`src/rtl/prog_loader_pkg.sv`:
```
// Shared types and constants for the program loader.
// States, stream word width and ROM capacity helper.
package prog_loader_pkg;

  localparam int WORD_W = 16;

  typedef enum logic [2:0] {
    IDLE,
    LEN,
    DATA,
    CSUM,
    DONE,
    ERR
  } state_e;

  function automatic int max_words(input int rom_size);
    return 1 << rom_size;
  endfunction

endpackage

```
`src/rtl/ld_frame_acc.sv`:
```
// Frame accumulator: word count, ROM address and running checksum.
// count_done flags that the current step is the last program word.
module ld_frame_acc
  import prog_loader_pkg::*;
#(
  parameter int ROM_SIZE = 8
) (
  input  logic                clk,
  input  logic                rst,
  input  logic                clear,
  input  logic                step,
  input  logic [WORD_W-1:0]   word,
  input  logic [ROM_SIZE:0]   n,
  output logic                count_done,
  output logic [WORD_W-1:0]   sum,
  output logic [ROM_SIZE-1:0] addr
);

  logic [ROM_SIZE:0]   count_q, count_d;
  logic [WORD_W-1:0]   sum_q, sum_d;
  logic [ROM_SIZE-1:0] addr_q, addr_d;

  always_comb begin
    count_d = count_q;
    sum_d   = sum_q;
    addr_d  = addr_q;
    if (clear) begin
      count_d = '0;
      sum_d   = '0;
      addr_d  = '0;
    end else if (step) begin
      count_d = count_q + 1'b1;
      sum_d   = sum_q + word;
      addr_d  = addr_q + 1'b1;
    end
  end

  always_ff @(posedge clk or posedge rst) begin
    if (rst) begin
      count_q <= '0;
      sum_q   <= '0;
      addr_q  <= '0;
    end else begin
      count_q <= count_d;
      sum_q   <= sum_d;
      addr_q  <= addr_d;
    end
  end

  // count is one bit wider than addr so N = 2^ROM_SIZE still compares.
  assign count_done = (count_q + 1'b1) == n;
  assign sum        = sum_q;
  assign addr       = addr_q;

endmodule

```
`src/rtl/prog_loader.sv`:
```
// Instruction ROM loader: framed stream in, ROM writes out.
// Keeps the core in reset until a checksum-verified image is in place.
module prog_loader
  import prog_loader_pkg::*;
#(
  parameter int ROM_SIZE = 8
) (
  input  logic                clk,
  input  logic                rst,
  input  logic                start,
  input  logic                in_valid,
  input  logic [15:0]         in_data,
  output logic                in_ready,
  output logic                rom_we,
  output logic [ROM_SIZE-1:0] rom_waddr,
  output logic [15:0]         rom_wdata,
  output logic                core_rst,
  output logic                busy,
  output logic                done,
  output logic                error
);

  localparam logic [WORD_W:0] MAXW = (WORD_W+1)'(max_words(ROM_SIZE));

  state_e state_q, state_d;

  logic [ROM_SIZE:0]   n_q, n_d;
  logic                we_q, we_d;
  logic [ROM_SIZE-1:0] waddr_q, waddr_d;
  logic [WORD_W-1:0]   wdata_q, wdata_d;

  logic                xfer;
  logic                len_bad;
  logic                acc_clear;
  logic                acc_step;
  logic                count_done;
  logic [WORD_W-1:0]   sum;
  logic [ROM_SIZE-1:0] addr;

  ld_frame_acc #(.ROM_SIZE(ROM_SIZE)) u_acc (
    .clk        (clk),
    .rst        (rst),
    .clear      (acc_clear),
    .step       (acc_step),
    .word       (in_data),
    .n          (n_q),
    .count_done (count_done),
    .sum        (sum),
    .addr       (addr)
  );

  assign xfer    = in_valid && in_ready;
  assign len_bad = (in_data == '0) || ({1'b0, in_data} > MAXW);

  always_ff @(posedge clk or posedge rst) begin
    if (rst) begin
      state_q <= IDLE;
      n_q     <= '0;
      we_q    <= 1'b0;
      waddr_q <= '0;
      wdata_q <= '0;
    end else begin
      state_q <= state_d;
      n_q     <= n_d;
      we_q    <= we_d;
      waddr_q <= waddr_d;
      wdata_q <= wdata_d;
    end
  end

  always_comb begin
    state_d   = state_q;
    n_d       = n_q;
    we_d      = 1'b0;
    waddr_d   = waddr_q;
    wdata_d   = wdata_q;
    acc_clear = 1'b0;
    acc_step  = 1'b0;
    unique case (state_q)
      IDLE, DONE, ERR: begin
        if (start) begin
          state_d   = LEN;
          acc_clear = 1'b1;
        end
      end
      LEN: begin
        if (xfer) begin
          if (len_bad) begin
            state_d = ERR;
          end else begin
            n_d     = in_data[ROM_SIZE:0];
            state_d = DATA;
          end
        end
      end
      DATA: begin
        if (xfer) begin
          acc_step = 1'b1;
          we_d     = 1'b1;
          waddr_d  = addr;
          wdata_d  = in_data;
          if (count_done) state_d = CSUM;
        end
      end
      CSUM: begin
        if (xfer) state_d = (in_data == sum) ? DONE : ERR;
      end
      default: state_d = IDLE;
    endcase
  end

  always_comb begin
    in_ready = 1'b0;
    busy     = 1'b0;
    done     = 1'b0;
    error    = 1'b0;
    core_rst = 1'b1;
    unique case (state_q)
      LEN, DATA, CSUM: begin
        in_ready = 1'b1;
        busy     = 1'b1;
      end
      DONE: begin
        done     = 1'b1;
        core_rst = 1'b0;
      end
      ERR:     error = 1'b1;
      default: ;
    endcase
  end

  assign rom_we    = we_q;
  assign rom_waddr = waddr_q;
  assign rom_wdata = wdata_q;

endmodule

```
`config.mk`:
```
export PLATFORM = sky130hd
export DESIGN_NAME = prog_loader
export DESIGN_NICKNAME = d
export VERILOG_FILES = /design/src/rtl/prog_loader_pkg.sv /design/src/rtl/ld_frame_acc.sv /design/src/rtl/prog_loader.sv
export SDC_FILE = /design/constraint.sdc
export NUM_CORES = 1
export LEC_CHECK = 0
export CORE_AREA = 3 3 90 92
export CTS_CLUSTER_SIZE = 25
export DETAILED_ROUTE_END_ITERATION = 7
export DIE_AREA = 0 0 93 95
export PLACE_DENSITY = 0.83
export SYNTH_ARGS = -nofsm -noshare
export SYNTH_HDL_FRONTEND = slang
export SYNTH_HIERARCHICAL = 1
export SYNTH_SLANG_ARGS = --single-unit
export TNS_END_PERCENT = 30
```
`constraint.sdc`:
```
create_clock -name clk -period 3.7 [get_ports clk]
set_input_delay 0.555 -clock clk [delete_from_list [all_inputs] [get_ports clk]]
set_output_delay 0.555 -clock clk [all_outputs]
set_load 0.02 [all_outputs]
```
==> results of run 1 <==
## registers in the layout, summed over array words and instances, names as in the netlist
register	count
rom_waddr	8
rom_we	1
rom_wdata	16
state_q	3
n_q	9
u_acc/sum	16
u_acc/count_q	9
u_acc/addr	8
## placed cells by master (no fill, tap or decap), types with 2 or more instances in the layout
cell type / netlist / final
sky130_fd_sc_hd__a2111o_1: 2 / 2
sky130_fd_sc_hd__a211oi_1: 7 / 7
sky130_fd_sc_hd__a21o_1: 4 / 4
sky130_fd_sc_hd__a21oi_1: 21 / 21
sky130_fd_sc_hd__a31oi_1: 4 / 4
sky130_fd_sc_hd__and3_1: 4 / 4
sky130_fd_sc_hd__buf_4: 5 / 6
sky130_fd_sc_hd__clkbuf_8: 0 / 10
sky130_fd_sc_hd__clkdlybuf4s50_1: 0 / 49
sky130_fd_sc_hd__clkinv_2: 0 / 2
sky130_fd_sc_hd__clkinvlp_4: 0 / 2
sky130_fd_sc_hd__dfrtp_1: 70 / 70
sky130_fd_sc_hd__ha_1: 17 / 17
sky130_fd_sc_hd__inv_1: 13 / 13
sky130_fd_sc_hd__mux2_2: 33 / 33
sky130_fd_sc_hd__mux2i_1: 5 / 5
sky130_fd_sc_hd__nand2_1: 25 / 25
sky130_fd_sc_hd__nand2b_1: 2 / 2
sky130_fd_sc_hd__nand3_1: 4 / 4
sky130_fd_sc_hd__nand4_1: 13 / 13
sky130_fd_sc_hd__nor2_1: 36 / 36
sky130_fd_sc_hd__nor2b_1: 4 / 4
sky130_fd_sc_hd__nor3_1: 9 / 9
sky130_fd_sc_hd__nor3b_1: 3 / 3
sky130_fd_sc_hd__nor4_1: 7 / 7
sky130_fd_sc_hd__o2111ai_1: 3 / 3
sky130_fd_sc_hd__o211ai_1: 2 / 2
sky130_fd_sc_hd__o21a_1: 3 / 3
sky130_fd_sc_hd__o21ai_0: 17 / 17
sky130_fd_sc_hd__o21ai_2: 2 / 2
sky130_fd_sc_hd__o21bai_1: 2 / 2
sky130_fd_sc_hd__o22ai_1: 2 / 2
sky130_fd_sc_hd__o311ai_0: 2 / 2
sky130_fd_sc_hd__or3_1: 5 / 5
sky130_fd_sc_hd__or4_1: 2 / 2
sky130_fd_sc_hd__xnor2_1: 23 / 23
sky130_fd_sc_hd__xor2_1: 24 / 24
## final timing paths
| check | startpoint | to | cells after the start |
|---|---|---|---|
| setup / recovery | in_data[0] | n_q[5]$_DFFE_PP0P_ | 5 |
| max in group asynchronous | rst | n_q[0]$_DFFE_PP0P_ | 3 |
| hold / removal | rom_waddr[6]$_DFFE_PP0P_ | rom_waddr[6]$_DFFE_PP0P_ | 1 |
| min in group asynchronous | rst | u_acc/count_q[0]$_DFFE_PP0P_ | 3 |
| hold reg to reg | rom_waddr[6]$_DFFE_PP0P_ | rom_waddr[6]$_DFFE_PP0P_ | 1 |
| setup reg to reg | u_acc/count_q[0]$_DFFE_PP0P_ | state_q[0]$_DFFE_PP0P_ | 9 |
## cells by family (layout without fill, tap and decap cells)
family | count (synthesis) | count (layout) | share of synthesized area, %
fa+ha+maj | 18 | 18 | 5.66
mux | 38 | 38 | 10.3
buf+inv | 30 | 85 | 3.56
flops | 70 | 70 | 42.6
compound gates | 81 | 81 | 12.9
simple gates | 120 | 120 | 14.9
xor+xnor | 47 | 47 | 10.0
## power breakdown
part	total (mW)	switching [mW]	internal, mW
Sequential	0.776	0.00636	0.770
Clock	0.568	0.306	0.262
Combinational	0.158	0.0962	0.0622
Total	1.50	0.409	1.09
## critical path, delay by kind of cell
family,cells,cell delay [ns]
and+or+nand+nor,2,1.24
buffers and inverters,1,0.51
muxes,1,0.41
AOI/OAI and AO/OA,1,0.25
## layout make-up
class                      count  area, um^2
fill                         616        2440
multi-input combinational    304        2220
sequential                    70        1750
timing repair buffer          55         536
clock buffer                  11         141
tap                           99         124
inverter                      14        52.6
clock inverter                 5        33.8
## metrics by stage
step | util [%] | total power [mW]
after floorplan | - | 0.882
after global placement | 64.2 | 0.944
after detailed placement | 64.2 | 0.950
after CTS | 66.6 | 1.51
after global routing | 66.6 | 1.56
final | 66.6 | 1.50
## metal layers
metal  GRT usage [%]  vias up
met5               0        -
met4            8.91        0
met3            5.74       21
met2            39.4      113
met1            30.3     1628
li1                -     1564
## cells in the mapped netlist (all sizes together) (2+ instances only)
library cell	count	area, um^2
xnor2	23	201
xor2	24	210
o22ai	2	12.5
or4	3	26.3
o211ai	2	15.0
mux2	33	372
and3	4	25.0
nor2b	4	25.0
a21o	4	30.0
a2111o	2	22.5
o311ai	2	17.5
nand3	4	20.0
o21a	3	22.5
buf	9	67.6
dfrtp	70	1750
a211oi	7	52.6
nor2	36	135
clkbuf	7	26.3
o21bai	2	15.0
nand2	26	100
a31oi	4	25.0
ha	17	213
nor4	8	65.1
or3	5	31.3
nor3b	3	22.5
o2111ai	3	26.3
o21ai	20	108
nand2b	3	21.3
nor3	9	45.0
nand4	13	81.3
inv	13	48.8
mux2i	5	50.1
a21oi	21	105
==> qor.txt, run 1 <==
via count of the first global-routing pass - 3361
# DRC - 0
kind of launch point of the worst setup path - input port
Async S/R FF share, synth - 100%
final worst hold slack - 0.510 ns
endpoint kind of the worst setup timing path - flip-flop
clock sink total - 70
clock latency at the later pin of the worst-skew pair - 0.35 ns
post-layout min period - 2.74 ns
unrepaired setup endpoints after global routing - no
number of antenna violations at the first check in global routing - 0
average vias per placed instance - 5.96
Cell Chain, Critical Path - clkdlybuf4s50_1 > or4_1 > o21a_1 > nor4_4 > mux2_2
Net Count, Synth - 442
Final Hold Vio Count - 0
TritonRoute pass-1 iters - 5
worst voltage drop across the vdd grid - 0.188 mV
Total Negative Setup Slacks - 0 ns
final RePlAce weighted congestion - 0.937
met3 wire length - 655 um
post-layout net count - 492
distinct cell type count of the synthesized netlist - 54
pin count of the biggest net entering global routing - 34
Inserted Clock Buffers - 9
number of synthesized flops with an enable pin - 0
Crit Path Class - input port to flip-flop
Inserted Diodes - 0
Overall Global Routing Usage - 23.8%
iteration-0 DRC count of the detailed router - 271
overflow left after global routing - 0
class of the most critical hold timing path - flip-flop to flip-flop
buffers inserted by post-CTS timing repair - 0
Critical Path Max Stage Delay - 0.63 ns
CTS tree - done
Total Routed Length - 9880 um
ratio of cells with drive above 1 in the final layout - 13.7%
post-synth design cell area - 4110 um^2
floorplan core area - 7290 um^2
setup clock skew after layout - 0.0113 ns
Crit Path Max Fanout - 10
total via count in the routed design - 3326
mean post-synth cell area - 10.2 um^2
final setup violating endpoints - 0
leakage dissipation - 2.20 nW
count of hold buffers inserted by post-cts repair - 0
number of placed I/O pins - 50
area of all placed cells without fillers - 4860 um^2
Worst-path clk slew - 0.08 ns
worst reg2reg setup slack - 1.34 ns
floorplan die area - 8840 um^2
floorplan die width - 93 um
wire length of the first global-routing pass - 16300 um
Period Utilization, post-route - 73.9%
CTS H-tree depth - 3
achievable clock frequency - 0.366 GHz
number of rows in the core area - 31
slowest library cell on the worst path - sky130_fd_sc_hd__nor4_4
number of nets still failing antenna checks after routing - 0
highest metal layer used by the detailed router - met4
cells resized by post-CTS repair - 0
Root Driver - sky130_fd_sc_hd__clkbuf_8
instance count after placement with tap cells included - 542
flop and latch count out of synthesis - 70
Post-DP HPWL - 7260 um
MaxCap Viol Count - 0
Slew Limit Fails - 0
Post-Place Worst Slack - 0.609 ns
Data arrival, critical path - 2.97 ns
non-filler cells in the finished layout - 558
run status - finished, final reports clean
placed cell area - 4680 um^2
detailed-route wire length on metal 1 - 4240 um
power density of the placed cells - 310 nW/um^2
clk buf depth - 2
wire length on met2 - 4790 um
commonest register cell after synthesis - sky130_fd_sc_hd__dfrtp_1
min setup slack post-route - 0.965 ns
Seq/Total Area, Yosys - 42.6%
Routed wire per std cell - 17.7 um
Buffers on Ports - 49
Layout Area Growth over Synthesis - 18.1%
WP data required - 3.93 ns
warning count from the yosys run - 6
initial core utilization - 56.4%
Post-Syn Instances - 404
Worst Max-Slew Pin Slew - 0.832 ns
worst slew margin relative to its limit - 44.4%
die height - 95 um
Note: power is estimated with default switching activity, not from simulation.
==> run 2: changes to the inputs <==
Clock period 3.7 ns to 2.7 ns, I/O delays scaled along.
==> qor.txt, run 2 (synthesis results as in run 1) <==
total via count in the routed design - 3425
final worst hold slack - 0.489 ns
Worst-path clk slew - 0.09 ns
placed cell area - 4910 um^2
min setup slack post-route - 0.232 ns
Post-Place Worst Slack - -0.0744 ns
class of the most critical hold timing path - input port to async pin
cells resized by post-CTS repair - 0
iteration-0 DRC count of the detailed router - 195
# DRC - 0
final RePlAce weighted congestion - 0.924
highest metal layer used by the detailed router - met4
Overall Global Routing Usage - 23.9%
initial core utilization - 56.4%
setup clock skew after layout - 0.00980 ns
number of rows in the core area - 31
CTS H-tree depth - 3
Layout Area Growth over Synthesis - 24.6%
worst voltage drop across the vdd grid - 0.255 mV
number of antenna violations at the first check in global routing - 0
Buffers on Ports - 49
floorplan core area - 7290 um^2
average vias per placed instance - 5.81
WP data required - 2.95 ns
Total Negative Setup Slacks - 0 ns
most common library cell in the layout ignoring fill and taps - sky130_fd_sc_hd__dfrtp_1
floorplan die width - 93 um
Routed wire per std cell - 17.1 um
area of all placed cells without fillers - 5120 um^2
Inserted Clock Buffers - 9
Total Routed Length - 10100 um
number of placed I/O pins - 50
TritonRoute pass-1 iters - 5
floorplan die area - 8840 um^2
count of hold buffers inserted by post-cts repair - 0
Slew Limit Fails - 0
detailed-route wire length on metal 1 - 4330 um
number of nets still failing antenna checks after routing - 0
Period Utilization, post-route - 91.4%
achievable clock frequency - 0.405 GHz
Reg2Reg Depth - 10
unrepaired setup endpoints after global routing - no
ratio of cells with drive above 1 in the final layout - 19.4%
wire length of the first global-routing pass - 16400 um
die height - 95 um
Root Driver - sky130_fd_sc_hd__clkbuf_8
post-route core utilization - 70.2%
wire length on met2 - 5000 um
kind of launch point of the worst setup path - input port
clk buf depth - 2
clock sink total - 70
Worst Max-Slew Pin Slew - 0.684 ns
buffers inserted by post-CTS timing repair - 0
overflow left after global routing - 0
Final Hold Vio Count - 0
Crit Path Class - input port to flip-flop
run status - finished, final reports clean
Data arrival, critical path - 2.72 ns
end of the worst register-to-register path - state_q[0]$_DFFE_PP0P_
fill count - 579
most frequent cells in the layout - 70 x sky130_fd_sc_hd__dfrtp_1, 49 x sky130_fd_sc_hd__clkdlybuf4s50_1, 37 x sky130_fd_sc_hd__buf_4
clock latency at the later pin of the worst-skew pair - 0.35 ns
met3 wire length - 608 um
leakage dissipation - 2.36 nW
CTS tree - done
MaxCap Viol Count - 0
endpoint kind of the worst setup timing path - flip-flop
worst slew margin relative to its limit - 54.2%
Post-DP HPWL - 7610 um
final setup violating endpoints - 0
post-layout net count - 523
reg2reg start - u_acc/count_q[0]$_DFFE_PP0P_
Crit Path Max Fanout - 4
worst reg2reg setup slack - 0.34 ns
pin count of the biggest net entering global routing - 38
via count of the first global-routing pass - 3424
Inserted Diodes - 0
post-layout min period - 2.47 ns
power density of the placed cells - 428 nW/um^2
## run 2: cell count changes in the layout (fill, tap and decap cells not counted), sizes merged
cell,previous run,this run
clkbuf,11,10
clkinv,3,4
bufinv,0,1
buf,6,37
clkinvlp,2,1
## run 2: area by class of cell
type	count	area (um^2)	area share (%)
repair buffers	86	768	15.0
well taps	99	124	2.42
flip-flops and latches	70	1750	34.2
clock inverters	6	68.8	1.34
multi-input cells	304	2220	43.3
inverters	14	52.6	1.03
clock buffers	10	138	2.69
## run 2: worst max-delay path, stage by stage
cell and delay, ns:
sky130_fd_sc_hd__clkdlybuf4s50_1 0.57, sky130_fd_sc_hd__ha_1 0.24, sky130_fd_sc_hd__inv_1 0.08, sky130_fd_sc_hd__fa_1 0.37, sky130_fd_sc_hd__nor2b_1 0.16, sky130_fd_sc_hd__o21ai_0 0.16, sky130_fd_sc_hd__a21oi_1 0.22, sky130_fd_sc_hd__o22ai_1 0.13
sky130_fd_sc_hd__xor2_1 0.15, sky130_fd_sc_hd__a211oi_1 0.24
## run 2: worst max path at each step
stage	to	depth (start not counted)	slack (ns)	startpoint
after CTS	u_acc/sum[10]$_DFFE_PP0P_	10	0.25	in_data[0]
final	u_acc/sum[10]$_DFFE_PP0P_	10	0.23	in_data[0]
after global placement	n_q[0]$_DFFE_PP0P_	6	-0.002	in_data[5]
after floorplan	u_acc/sum[0]$_DFFE_PP0P_	8	0.15	state_q[1]$_DFFE_PP0P_
after global routing	u_acc/sum[10]$_DFFE_PP0P_	10	0.008	in_data[0]
after detailed placement	u_acc/sum[10]$_DFFE_PP0P_	10	-0.07	in_data[0]
## run 2: through the flow
step / instances / total power, mW
after detailed placement: 573 / 1.33
final: 589 / 2.19
after floorplan: 404 / 1.21
after global routing: 589 / 2.27
after CTS: 589 / 2.21
after global placement: 573 / 1.32
## run 2: power by group
group / internal (mW) / switching (mW)
Sequential: 1.06 / 0.00838
Combinational: 0.107 / 0.137
Clock: 0.457 / 0.428
Total: 1.62 / 0.573
## run 2: per-layer routing
| metal | GRT usage (%) | vias up |
|---|---|---|
| li1 | - | 1621 |
| met1 | 30.2 | 1672 |
| met2 | 40.7 | 117 |
| met3 | 4.70 | 15 |
| met4 | 8.79 | 0 |
| met5 | 0 | - |
